<file path="src/rtl/sram_ctrl_pkg.sv">
// Shared types and default widths for the round-robin SRAM controller.
//   state_e : controller phase (zero-fill walk, normal arbitration)
//   req_t   : one requester's payload at the default macro geometry
package sram_ctrl_pkg;

    localparam int unsigned ADDR_W_DEF = 6;
    localparam int unsigned DATA_W_DEF = 32;

    typedef enum logic {
        ST_INIT = 1'b0,
        ST_RUN  = 1'b1
    } state_e;

    typedef struct packed {
        logic                  we;
        logic [ADDR_W_DEF-1:0] addr;
        logic [DATA_W_DEF-1:0] wdata;
    } req_t;

endpackage

</file>
<file path="src/rtl/rr_arbiter.sv">
// Round-robin grant over NUM_PORTS requesters.
//   clk, rst   : clock, synchronous active-high reset (pointer -> port 0)
//   req_i      : per-port request
//   accept_i   : a grant was taken this cycle; advance the pointer past it
//   gnt_o      : one-hot (or zero) combinational grant
module rr_arbiter #(
    parameter int unsigned NUM_PORTS = 2
) (
    input  logic                 clk,
    input  logic                 rst,
    input  logic [NUM_PORTS-1:0] req_i,
    input  logic                 accept_i,
    output logic [NUM_PORTS-1:0] gnt_o
);

    localparam int unsigned PTR_W = $clog2(NUM_PORTS);

    logic [PTR_W-1:0] ptr_q;
    logic [PTR_W-1:0] ptr_d;
    logic [PTR_W-1:0] gnt_idx;
    logic             found;
    int unsigned      idx;

    // Scan from the pointer, wrapping, and take the first requester
    always_comb begin
        gnt_o   = '0;
        gnt_idx = '0;
        found   = 1'b0;
        idx     = 0;
        for (int unsigned k = 0; k < NUM_PORTS; k++) begin
            idx = 32'(ptr_q) + k;
            if (idx >= NUM_PORTS) begin
                idx = idx - NUM_PORTS;
            end
            if (!found && req_i[PTR_W'(idx)]) begin
                gnt_o[PTR_W'(idx)] = 1'b1;
                gnt_idx            = PTR_W'(idx);
                found              = 1'b1;
            end
        end
    end

    // Highest priority moves to the port after the one just served
    always_comb begin
        ptr_d = ptr_q;
        if (accept_i) begin
            ptr_d = (gnt_idx == PTR_W'(NUM_PORTS - 1)) ? '0 : gnt_idx + PTR_W'(1);
        end
    end

    always_ff @(posedge clk) begin
        if (rst) begin
            ptr_q <= '0;
        end else begin
            ptr_q <= ptr_d;
        end
    end

endmodule

</file>
<file path="src/rtl/sram_rr_ctrl.sv">
// Shared-access controller for a single-port SRAM macro.
//   clk, rst              : clock (also the macro CE), synchronous active-high reset
//   req_valid/ready/we/addr/wdata : per-port request channel, round-robin granted
//   resp_valid, resp_rdata: one-cycle-latency read response (shared data bus)
//   init_done             : array usable (zero-fill finished or not required)
//   sram_a/csb/web/oeb/i  : macro pins, sram_o: macro read data
module sram_rr_ctrl
    import sram_ctrl_pkg::*;
#(
    parameter int unsigned NUM_PORTS = 2,
    parameter int unsigned ADDR_W    = ADDR_W_DEF,
    parameter int unsigned DATA_W    = DATA_W_DEF,
    parameter bit          INIT_ZERO = 1'b1
) (
    input  logic                             clk,
    input  logic                             rst,
    input  logic [NUM_PORTS-1:0]             req_valid,
    output logic [NUM_PORTS-1:0]             req_ready,
    input  logic [NUM_PORTS-1:0]             req_we,
    input  logic [NUM_PORTS-1:0][ADDR_W-1:0] req_addr,
    input  logic [NUM_PORTS-1:0][DATA_W-1:0] req_wdata,
    output logic [NUM_PORTS-1:0]             resp_valid,
    output logic [DATA_W-1:0]                resp_rdata,
    output logic                             init_done,
    output logic [ADDR_W-1:0]                sram_a,
    output logic                             sram_csb,
    output logic                             sram_web,
    output logic                             sram_oeb,
    output logic [DATA_W-1:0]                sram_i,
    input  logic [DATA_W-1:0]                sram_o
);

    localparam int unsigned DEPTH = 2 ** ADDR_W;
    localparam int unsigned CNT_W = ADDR_W + 1;

    typedef struct packed {
        logic              we;
        logic [ADDR_W-1:0] addr;
        logic [DATA_W-1:0] wdata;
    } sel_req_t;

    state_e               state_q, state_d;
    logic [CNT_W-1:0]     cnt_q, cnt_d;
    logic [NUM_PORTS-1:0] pend_q, pend_d;
    logic [NUM_PORTS-1:0] gnt;
    logic                 init_active;
    logic                 run_en;
    sel_req_t             sel;

    // Reset overrides every pin immediately, not just at the next edge
    assign init_active = (state_q == ST_INIT) && !rst;
    assign run_en      = (state_q == ST_RUN) && !rst;

    rr_arbiter #(
        .NUM_PORTS (NUM_PORTS)
    ) u_arb (
        .clk      (clk),
        .rst      (rst),
        .req_i    (req_valid & {NUM_PORTS{run_en}}),
        .accept_i (|gnt),
        .gnt_o    (gnt)
    );

    assign req_ready = gnt;

    // Payload of the granted port (zero when nothing is granted)
    always_comb begin
        sel = '0;
        for (int unsigned p = 0; p < NUM_PORTS; p++) begin
            if (gnt[p]) begin
                sel.we    = req_we[p];
                sel.addr  = req_addr[p];
                sel.wdata = req_wdata[p];
            end
        end
    end

    // Zero-fill walk and read-pending capture
    always_comb begin
        state_d = state_q;
        cnt_d   = cnt_q;
        pend_d  = gnt & ~req_we;
        if (state_q == ST_INIT) begin
            cnt_d = cnt_q + CNT_W'(1);
            if (cnt_q == CNT_W'(DEPTH - 1)) begin
                state_d = ST_RUN;
            end
        end
    end

    always_ff @(posedge clk) begin
        if (rst) begin
            state_q <= INIT_ZERO ? ST_INIT : ST_RUN;
            cnt_q   <= '0;
            pend_q  <= '0;
        end else begin
            state_q <= state_d;
            cnt_q   <= cnt_d;
            pend_q  <= pend_d;
        end
    end

    // Macro pin mux: init write, granted access, or idle
    always_comb begin
        sram_csb = 1'b1;
        sram_web = 1'b1;
        sram_a   = '0;
        sram_i   = '0;
        if (init_active) begin
            sram_csb = 1'b0;
            sram_web = 1'b0;
            sram_a   = cnt_q[ADDR_W-1:0];
        end else if (|gnt) begin
            sram_csb = 1'b0;
            sram_web = ~sel.we;
            sram_a   = sel.addr;
            sram_i   = sel.wdata;
        end
    end

    assign resp_valid = pend_q & {NUM_PORTS{~rst}};
    assign sram_oeb   = ~(|resp_valid);
    assign resp_rdata = (|resp_valid) ? sram_o : '0;
    assign init_done  = (state_q == ST_RUN);

endmodule

</file>
<file path="config.mk">
export PLATFORM = sky130hd
export DESIGN_NAME = sram_rr_ctrl
export DESIGN_NICKNAME = d
export VERILOG_FILES = /design/src/rtl/sram_ctrl_pkg.sv /design/src/rtl/rr_arbiter.sv /design/src/rtl/sram_rr_ctrl.sv
export SDC_FILE = /design/constraint.sdc
export NUM_CORES = 1
export LEC_CHECK = 0
export ABC_AREA = 1
export BUFFER_PORTS_ARGS = -buffer_cell sky130_fd_sc_hd__buf_2
export CAP_MARGIN = 20
export CORE_AREA = 2 2 73 75
export DETAILED_ROUTE_END_ITERATION = 8
export DIE_AREA = 0 0 75 77
export PLACE_DENSITY_LB_ADDON = 0.2
export SLEW_MARGIN = 20
export SYNTH_ARGS = -nofsm -noshare
export SYNTH_HDL_FRONTEND = slang
export SYNTH_SLANG_ARGS = --single-unit
</file>
<file path="constraint.sdc">
create_clock -name clk -period 2.24 [get_ports clk]
set_input_delay 0.56 -clock clk [delete_from_list [all_inputs] [get_ports clk]]
set_output_delay 0.56 -clock clk [all_outputs]
set_load 0.005 [all_outputs]
</file>
==> results of run 1 <==
==> flip-flops by register name (all words and copies together) (netlist names), named ones only <==
signal     count
cnt_q          7
init_done      1
pend_q         2
==> power by group through the flow <==
stage | combinational, mW | clock [mW] | sequential (mW)
floorplan | 0.0352 | 0 | 0.210
global placement | 0.137 | 0 | 0.211
detailed placement | 0.139 | 0 | 0.212
CTS | 0.142 | 0.204 | 0.208
global route | 0.160 | 0.215 | 0.209
finish | 0.142 | 0.197 | 0.208
==> how the worst max path moves through the flow <==
stage / from / endpoint / slack [ns] / cells after the start
after global placement: rst / sram_a[0] / 0.09 / 10
after global routing: rst / sram_i[18] / 0.003 / 10
after detailed placement: rst / sram_i[18] / 0.07 / 10
final: rst / sram_a[2] / 0.08 / 10
after floorplan: rst / sram_i[11] / 0.27 / 9
after CTS: rst / sram_i[18] / 0.07 / 10
==> area by class of cell <==
type / count / share of cell area
inverters: 46 / 0.0734
well taps: 70 / 0.0350
flip-flops and latches: 11 / 0.0884
repair buffers: 201 / 0.442
clock buffers: 4 / 0.0180
multi-input cells: 205 / 0.344
==> logic make-up (layout without fill, tap and decap cells) <==
group	after synthesis	count (layout)
compound gates	8	8
fa+ha+maj	1	1
buf+inv	57	251
flops	11	11
simple gates	196	196
==> synthesized netlist by cell type <==
library cell | instances | share of area
ha_1 | 1 | 0.0093
nand2_2 | 3 | 0.014
nand2_1 | 117 | 0.33
a22o_1 | 1 | 0.0065
nor2_4 | 2 | 0.017
dfxtp_1 | 11 | 0.16
nand3_1 | 20 | 0.074
inv_1 | 42 | 0.12
nor3_1 | 2 | 0.0074
o21ai_0 | 1 | 0.0037
a21oi_1 | 3 | 0.011
inv_2 | 2 | 0.0056
buf_6 | 6 | 0.050
nor2_1 | 49 | 0.14
a31oi_1 | 2 | 0.0093
nand3_2 | 1 | 0.0074
buf_2 | 5 | 0.019
clkinv_2 | 1 | 0.0037
o31ai_1 | 1 | 0.0056
nand4_1 | 1 | 0.0046
inv_4 | 1 | 0.0046
nor2_2 | 1 | 0.0046
==> layer usage <==
metal | global-route usage | up-vias | part of all wire
li1 | - | 1190 | -
met1 | 0.189 | 941 | 0.39
met2 | 0.349 | 95 | 0.52
met3 | 0.0289 | 12 | 0.082
met5 | 0 | - | 0
met4 | 0.0589 | 0 | 0.017
==> critical path: cells and delay by family <==
family,cells,cell delay [ns]
buffers and inverters,5,0.58
and+or+nand+nor,5,0.45
==> through the flow <==
| step | hold slack [ns] | std cells | setup WS [ns] | util |
|---|---|---|---|---|
| final | 0.495 | 537 | 0.0842 | 0.503 |
| after detailed placement | 0.501 | 530 | 0.0697 | 0.480 |
| after floorplan | 0.471 | 273 | 0.266 | - |
| after global routing | 0.493 | 537 | 0.00306 | 0.503 |
| after global placement | 0.500 | 530 | 0.0886 | 0.480 |
| after CTS | 0.492 | 534 | 0.0696 | 0.489 |
==> what timing repair did <==
item | in CTS | in global routing
gates resized for setup | 0 | 6
endpoints found under the setup margin | 0 | 32
buffers inserted | 0 | 1
==> results.ini, run 1 <==
[outcome]
outcome=finished clean

[timing]
finalCriticalPeriod_ns=2.16
rsz0062_at_grt=false
hold_viol=0
setup_viol_count_final=0
slew_viol_final=0
worstMarginPinSlew_ns=0.245
slew_headroom=0.836
tns_ns=0
finClkSkew_ns=0.00195
fmax_ghz=0.464
fin_crit_sh=0.962

[logic_synthesis]
synth-simple-area-share=0.591
syn_area_sq_um=1350
ys_types=22
synth_top_family_by_area=simple AND/OR/NAND/NOR gates
syn_nets=388
synth_area_per_cell_sq_um=4.94
synth_seq_cells=11
yosys.area_share.xor_xnor=0
synthMuxAreaShare=0
synth_compound_area_frac=0.0362
ys_seq_area_frac=0.163
synth_fa_ha_area_frac=0.00929
synth_cells=273
synth_warnings=0

[pwr]
max-vdd-ir-drop_mv=0.261
seqPwrFrac=0.381
power_mw=0.546
clkPwrFrac=0.360
p_sw_frac=0.244
p_switching_mw=0.133
p_int_mw=0.413
p_comb_frac=0.259
power_density_nw_per_um2=218
leakagePower_nw=1.75

[cells_and_area]
area_growth_pct=85.9
final_common_cell=buf_2
antennaDiodeCount=0
regArea_sq_um=221
multi_input_area_sq_um=861
fillCellCount=537
drive_above_1_share=0.465
finalNetCount=583
layout_common_cells=buf_2 (190), nand2_1 (117), nor2_1 (48)
final_area_sq_um=2500

[critical_path]
r2r_slack_ns=0.97
arrival_ns=1.60
crit_type=in -> out
cp_slowest_cell=clkbuf_4
worstSetupEndpointType=output pin
crit_required_ns=1.68
crit_top_cell=nand2_2
crit_path_max_incr_delay_ns=0.16
timing.rr.start=cnt_q[1]
cp_max_fo=9
crit_path_cell_trace=clkbuf_4 -> clkinv_2 -> nand2_2 -> nor2_4 -> nand2_2 -> clkinv_4 -> clkbuf_16 -> nand2_1 -> nand3_1 -> buf_2
start_kind=input port
reg2reg_depth=6
r2r-end=cnt_q[6]

[clocking]
cts.hold.buffers_added=0
htreeDepth=1
cts_tree=done
cts_made_buffers=3
cts.path.max_buffers=2
cts_root_buffer=clkbuf_8
clock_sinks=11
clk_latency_ns=0.23
clkTransAtPathRegs_ns=0.05

[drt]
drt-total-wl_um=5740
num_vias=2238
postRouteAntennaNets=0
wire_per_inst_um=10.7
via_per_inst=4.17
drc=0
drt_first_iter_violations=40
firstDrtPassIters=4

[die]
rows=26
die_area_sq_um=5780
core_area_sq_um=4980
start_util=0.271
num_io_pins=192
dieWidth_um=75
die_height_um=77

[worst_hold_path]
hold_class=in -> reg
hold_depth=2
min_from=req_we[1]
min_to=pend_q[1]

[placement]
port_buffers=191
placed_area_sq_um=2390
dp_hpwl_um=4670
gp_congestion=0.773

[global_route]
grt_max_degree=34
antenna_found_initial=0
grt_usage=0.181
grt_overflow_total=0
grt_pass1_vias=2010
grt_pass1_wl_um=8510

[run]
max-cap-violations=0

(Power assumes the default switching activity.)
==> inputs of run 2 (changes only) <==
--- a/config.mk
+++ b/config.mk
@@ -10,4 +10,5 @@
 export CAP_MARGIN = 20
 export CORE_AREA = 2 2 73 75
+export CTS_CLUSTER_SIZE = 40
 export DETAILED_ROUTE_END_ITERATION = 8
 export DIE_AREA = 0 0 75 77
==> constraint.sdc (replaced) <==
create_clock -name clk -period 2.24 [get_ports clk]
set_input_delay 0.448 -clock clk [delete_from_list [all_inputs] [get_ports clk]]
set_output_delay 0.448 -clock clk [all_outputs]
set_load 0.005 [all_outputs]
==> run 2 against run 1 <==
Compared with the run above:
- count of clock-buffer cells in the layout did not move
- global-route usage is 0.23 points higher
- first-iteration DRC count shrank 18%
- critical endpoint is now sram_i[21]
- highest routed layer unchanged
- critical path depth shrank 1
- die area unchanged
- sequential power about the same
- hold slack worse by 0.12 ns
- largest cell class unchanged
- final cell count is 1.1% lower
==> results.ini, run 2 (synthesis results as in run 1) <==
[clocking]
clk_latency_ns=0.24  ; was 0.23 ns
htreeDepth=1  ; unchanged
cts.hold.buffers_added=0  ; unchanged
clock_sinks=11  ; unchanged
cts.path.max_buffers=2  ; unchanged
cts_made_buffers=3  ; unchanged
post-cts-setup-buffers=0  ; unchanged
clkTransAtPathRegs_ns=0.05  ; about the same
cts_tree=done  ; unchanged
cts_root_buffer=clkbuf_8  ; unchanged

[placement]
port_buffers=191  ; unchanged
dp_hpwl_um=4710  ; was 4670 um
placed_area_sq_um=2370  ; was 2390 sq um
gp_congestion=0.773  ; about the same

[outcome]
outcome=finished clean  ; unchanged

[cells_and_area]
finalNetCount=577  ; was 583
regArea_sq_um=221  ; unchanged
multi_input_area_sq_um=861  ; unchanged
fillCellCount=569  ; was 537
drive_above_1_share=0.458  ; was 0.465
area_growth_pct=79.6  ; was 85.9%
layout_common_cells=buf_2 (191), nand2_1 (117), nor2_1 (48)  ; was buf_2 (190), nand2_1 (117), nor2_1 (48)
antennaDiodeCount=0  ; unchanged
final_area_sq_um=2420  ; was 2500 sq um
largest_reg_flops=7  ; unchanged
regMostFlops=cnt_q  ; unchanged
final_common_cell=buf_2  ; unchanged

[critical_path]
crit_required_ns=1.79  ; was 1.68 ns
cp_max_fo=33  ; was 9
cp_slowest_cell=nor2_4  ; was clkbuf_4
crit_type=in -> out  ; unchanged
reg2reg_depth=6  ; unchanged
r2r_slack_ns=1.00  ; was 0.97 ns
crit_start=rst  ; unchanged
critPathCapture=sram_i[21]  ; was sram_a[2]
path_buf_inv=4  ; was 5
timing.rr.start=cnt_q[1]  ; unchanged
cp.depth=9  ; was 10
start_kind=input port  ; unchanged
worstSetupEndpointType=output pin  ; unchanged
cp_top_family=simple AND/OR/NAND/NOR gates  ; was buffers and inverters
arrival_ns=1.61  ; was 1.60 ns
r2r-end=cnt_q[6]  ; unchanged
crit_path_max_incr_delay_ns=0.20  ; was 0.16 ns
crit_path_cell_trace=buf_2 -> clkinv_2 -> nand2_2 -> nor2_4 -> nand2_2 -> inv_8 -> nand2_1 -> nand2_1 -> buf_2  ; was clkbuf_4 -> clkinv_2 -> nand2_2 -> nor2_4 -> nand2_2 -> clkinv_4 -> clkbuf_16 -> nand2_1 -> nand3_1 -> buf_2

[global_route]
grt_usage=0.183  ; was 0.181
grt_pass1_wl_um=8670  ; was 8510 um
antenna_found_initial=0  ; unchanged
grt_max_degree=34  ; unchanged
grt_pass1_vias=2106  ; was 2010
grt_overflow_total=0  ; unchanged

[drt]
drt_first_iter_violations=33  ; was 40
num_vias=2191  ; was 2238
postRouteAntennaNets=0  ; unchanged
drt-total-wl_um=5550  ; was 5740 um
wire_per_inst_um=10.4  ; was 10.7 um
drc=0  ; unchanged
firstDrtPassIters=4  ; unchanged
via_per_inst=4.13  ; was 4.17

[pwr]
power_mw=0.548  ; was 0.546 mW
power_density_nw_per_um2=226  ; was 218 nW/um^2
leakagePower_nw=1.72  ; was 1.75 nW
max-vdd-ir-drop_mv=0.371  ; was 0.261 mV

[die]
num_io_pins=192  ; unchanged
die_area_sq_um=5780  ; unchanged
core_area_sq_um=4980  ; unchanged
rows=26  ; unchanged
die_height_um=77  ; unchanged
start_util=0.271  ; unchanged
dieWidth_um=75  ; unchanged

[timing]
finalCriticalPeriod_ns=2.06  ; was 2.16 ns
slew_viol_final=0  ; unchanged
slew_headroom=0.853  ; was 0.836
setup_viol_count_final=0  ; unchanged
rsz0062_at_grt=false  ; unchanged
fin_crit_sh=0.919  ; was 0.962
worstMarginPinSlew_ns=0.220  ; was 0.245 ns
finClkSkew_ns=0.000920  ; was 0.00195 ns
hold_viol=0  ; unchanged
tns_ns=0  ; unchanged
fmax_ghz=0.486  ; was 0.464 GHz

[worst_hold_path]
hold_class=in -> reg  ; unchanged

[run]
max-cap-violations=0  ; unchanged

[run 2: cell types whose count changed in the layout (fill, tap and decap cells not counted), sizes merged]
cell | previous run | this run
buf | 198 | 195
clkbuf | 7 | 4
clkinv | 2 | 1
inv | 44 | 45
[run 2: worst min path at each step]
stage | slack [ns] | endpoint | from | depth (start not counted)
after global placement | 0.51 | flop | flop | 2
final | 0.38 | pend_q[1] | req_we[1] | 2
after global routing | 0.40 | pend_q[1] | req_we[1] | 2
after CTS | 0.38 | pend_q[1] | req_we[1] | 2
after floorplan | 0.47 | flop | flop | 2
after detailed placement | 0.50 | flop | flop | 2
[run 2: metal layers]
layer | track usage | share of wire | vias to the layer above
li1 | - | - | 1180
met2 | 0.348 | 0.51 | 81
met1 | 0.185 | 0.38 | 914
met4 | 0.0804 | 0.029 | 0
met5 | 0 | 0 | -
met3 | 0.0329 | 0.079 | 16
[run 2: report_power, final]
part / switching [mW] / internal [mW] / total (mW)
registers: 0.00688 / 0.201 / 0.208
clock network: 0.0770 / 0.125 / 0.202
logic: 0.0526 / 0.0856 / 0.138
total: 0.136 / 0.411 / 0.548
[run 2: cell type report]
| type | count | share of cell area |
|---|---|---|
| clock buffer | 4 | 0.0186 |
| timing repair buffer | 195 | 0.423 |
| sequential | 11 | 0.0915 |
| tap | 70 | 0.0362 |
| multi-input combinational | 205 | 0.356 |
| inverter | 46 | 0.0750 |
[run 2: repair_timing]
item | in CTS | in global routing
hold endpoints to repair | 0 | 0
endpoints found under the setup margin | 0 | 32
gates resized for setup | 0 | 3
[run 2: metrics by stage]
step           hold WS [ns]   util  std cells  worst slack, ns
5_1_grt               0.395  0.486        531           0.0501
4_1_cts               0.379  0.485        531           0.0676
3_3_place_gp          0.508  0.476        527            0.112
2_1_floorplan         0.471      -        273            0.490
6_report              0.378  0.486        531            0.181
3_5_place_dp          0.499  0.476        527           0.0782
[run 2: worst reg2reg max path, stage by stage (launching register included)]
cell	delay [ns]
dfxtp_1	0.42
ha_1	0.27
inv_1	0.06
nor2_1	0.13
nand3_1	0.10
nor2_1	0.10
nor2_1	0.05
==> inputs of run 3 (changes only) <==
Settings changed: BUFFER_PORTS_ARGS -buffer_cell sky130_fd_sc_hd__buf_2 to default, CORE_AREA 2 2 73 75 to 2 2 75 77, DIE_AREA 0 0 75 77 to 0 0 77 79, DONT_BUFFER_PORTS from default to 1.
==> run 3 against run 2 <==
Compared with the run above:
- fmax up 0.32%
- count of clock-buffer cells in the layout unchanged
- worst setup slack better by 0.0066 ns
- via count down 27%
- routed wire length down 17%
- die area up 5.3%
- utilization down 22 points
==> results.ini, run 3 (synthesis results as in run 1) <==
[timing]
setup_slack_ns=0.188  ; was 0.181 ns
slew_headroom=0.647  ; was 0.853
setup_viol_count_final=0  ; unchanged
finalCriticalPeriod_ns=2.05  ; was 2.06 ns
worstMarginPinSlew_ns=0.528  ; was 0.220 ns
tns_ns=0  ; unchanged
slew_viol_final=0  ; unchanged
fmax_ghz=0.487  ; was 0.486 GHz
fin_crit_sh=0.916  ; was 0.919
rsz0062_at_grt=false  ; unchanged
finClkSkew_ns=0.00179  ; was 0.000920 ns
hold_viol=0  ; unchanged

[critical_path]
timing.rr.start=init_done  ; was cnt_q[1]
r2r_slack_ns=0.93  ; was 1.00 ns
start_kind=flop  ; was input port
worstSetupEndpointType=output pin  ; unchanged
arrival_ns=1.60  ; was 1.61 ns
reg2reg_depth=5  ; was 6
crit_required_ns=1.79  ; about the same
crit_start=init_done  ; was rst
cp_max_fo=33  ; unchanged
crit_type=reg -> out  ; was in -> out

[drt]
wire_per_inst_um=13.4  ; was 10.4 um
firstDrtPassIters=4  ; unchanged
drc=0  ; unchanged
postRouteAntennaNets=0  ; unchanged
num_vias=1597  ; was 2191
drt-total-wl_um=4590  ; was 5550 um
via_per_inst=4.67  ; was 4.13
drt_first_iter_violations=77  ; was 33

[die]
die_height_um=79  ; was 77 um
core_area_sq_um=5340  ; was 4980 sq um
start_util=0.252  ; was 0.271
num_io_pins=192  ; unchanged
die_area_sq_um=6080  ; was 5780 sq um
dieWidth_um=77  ; was 75 um
rows=27  ; was 26

[worst_hold_path]
min_from=rst  ; was req_we[1]
min_to=init_done  ; was pend_q[1]
hold_depth=1  ; was 2
hold_class=in -> reg  ; unchanged

[clocking]
clock_sinks=11  ; unchanged
cts_root_buffer=clkbuf_8  ; unchanged
cts.hold.buffers_added=0  ; unchanged
clk_latency_ns=0.24  ; about the same
cts.path.max_buffers=2  ; unchanged
clkTransAtPathRegs_ns=0.05  ; about the same
htreeDepth=1  ; unchanged
cts_tree=done  ; unchanged
cts_made_buffers=3  ; unchanged

[placement]
dp_slack_ns=0.372  ; was 0.0782 ns
dp_hpwl_um=3780  ; was 4710 um
gp_congestion=0.746  ; was 0.773
port_buffers=0  ; was 191

[global_route]
grt_usage=0.134  ; was 0.183
grt_pass1_wl_um=6550  ; was 8670 um
antenna_found_initial=1  ; was 0
grt_max_degree=34  ; unchanged
grt_overflow_total=0  ; unchanged
grt_pass1_vias=1300  ; was 2106

[cells_and_area]
largest_reg_flops=7  ; unchanged
layout_common_cells=nand2_1 (117), nor2_1 (48), inv_1 (42)  ; was buf_2 (191), nand2_1 (117), nor2_1 (48)
final_common_cell=nand2_1  ; was buf_2
drive_above_1_share=0.0669  ; was 0.458
finalNetCount=385  ; was 577
regMostFlops=cnt_q  ; unchanged
regArea_sq_um=220  ; was 221 sq um
final_core_util=0.267  ; was 0.486
multi_input_area_sq_um=861  ; unchanged
fillCellCount=632  ; was 569
area_growth_pct=5.57  ; was 79.6%

[run]
max-cap-violations=0  ; unchanged

[pwr]
max-vdd-ir-drop_mv=0.233  ; was 0.371 mV
leakagePower_nw=0.826  ; was 1.72 nW
power_density_nw_per_um2=317  ; was 226 nW/um^2

[outcome]
outcome=finished clean  ; unchanged

==> run 3: cell types whose count changed in the layout (fill, tap and decap cells not counted), sizes merged <==
| cell | delta |
|---|---|
| buf | -192 |
| diode | +1 |
==> run 3: critical path, stage by stage (launching register included) <==
cell and delay (ns):
dfxtp_1 0.45, inv_2 0.15, nor2_2 0.13, nand3_2 0.18
nand2_2 0.19, inv_8 0.11, nand2_1 0.08, nand2_1 0.07
==> run 3: routing by layer <==
metal	up-vias	global-route usage	wire length, um
li1	798	-	-
met1	692	0.160	1660
met2	103	0.220	2250
met3	4	0.0591	653
met4	0	0.0375	32
met5	-	0	0
==> run 3: area by class of cell <==
class,count,share of cell area
inverter,46,0.128
sequential,11,0.155
timing repair buffer,3,0.0158
clock buffer,4,0.0317
antenna,1,0.00176
multi-input combinational,205,0.605
tap,72,0.0633
==> run 3: report_power, final <==
group	internal, mW	switching, mW
Combinational	0.0148	0.0233
Sequential	0.201	0.00730
Clock	0.125	0.0800
==> run 3: repair_timing <==
item                                    CTS  global route
gates resized for setup                   0             2
endpoints found under the setup margin    0            32
buffers inserted                          0             0
==> run 3: worst max-delay path by stage <==
stage / end / slack (ns) / cells after the start
finish: sram_i[19] / 0.19 / 7
floorplan: sram_i[11] / 0.49 / 9
detailed placement: sram_i[13] / 0.37 / 7
global placement: sram_i[19] / 0.41 / 7
CTS: sram_i[13] / 0.13 / 6
global route: sram_i[29] / 0.03 / 7
==> run 3: per-stage QoR <==
step                instance area [sq um]  hold WS (ns)  power, mW  instances
floorplan                            1350         0.471      0.245        273
global placement                     1370         0.504      0.251        337
detailed placement                   1370         0.500      0.250        337
CTS                                  1420         0.267      0.458        341
global route                         1420         0.258      0.479        341
finish                               1420         0.272      0.451        342
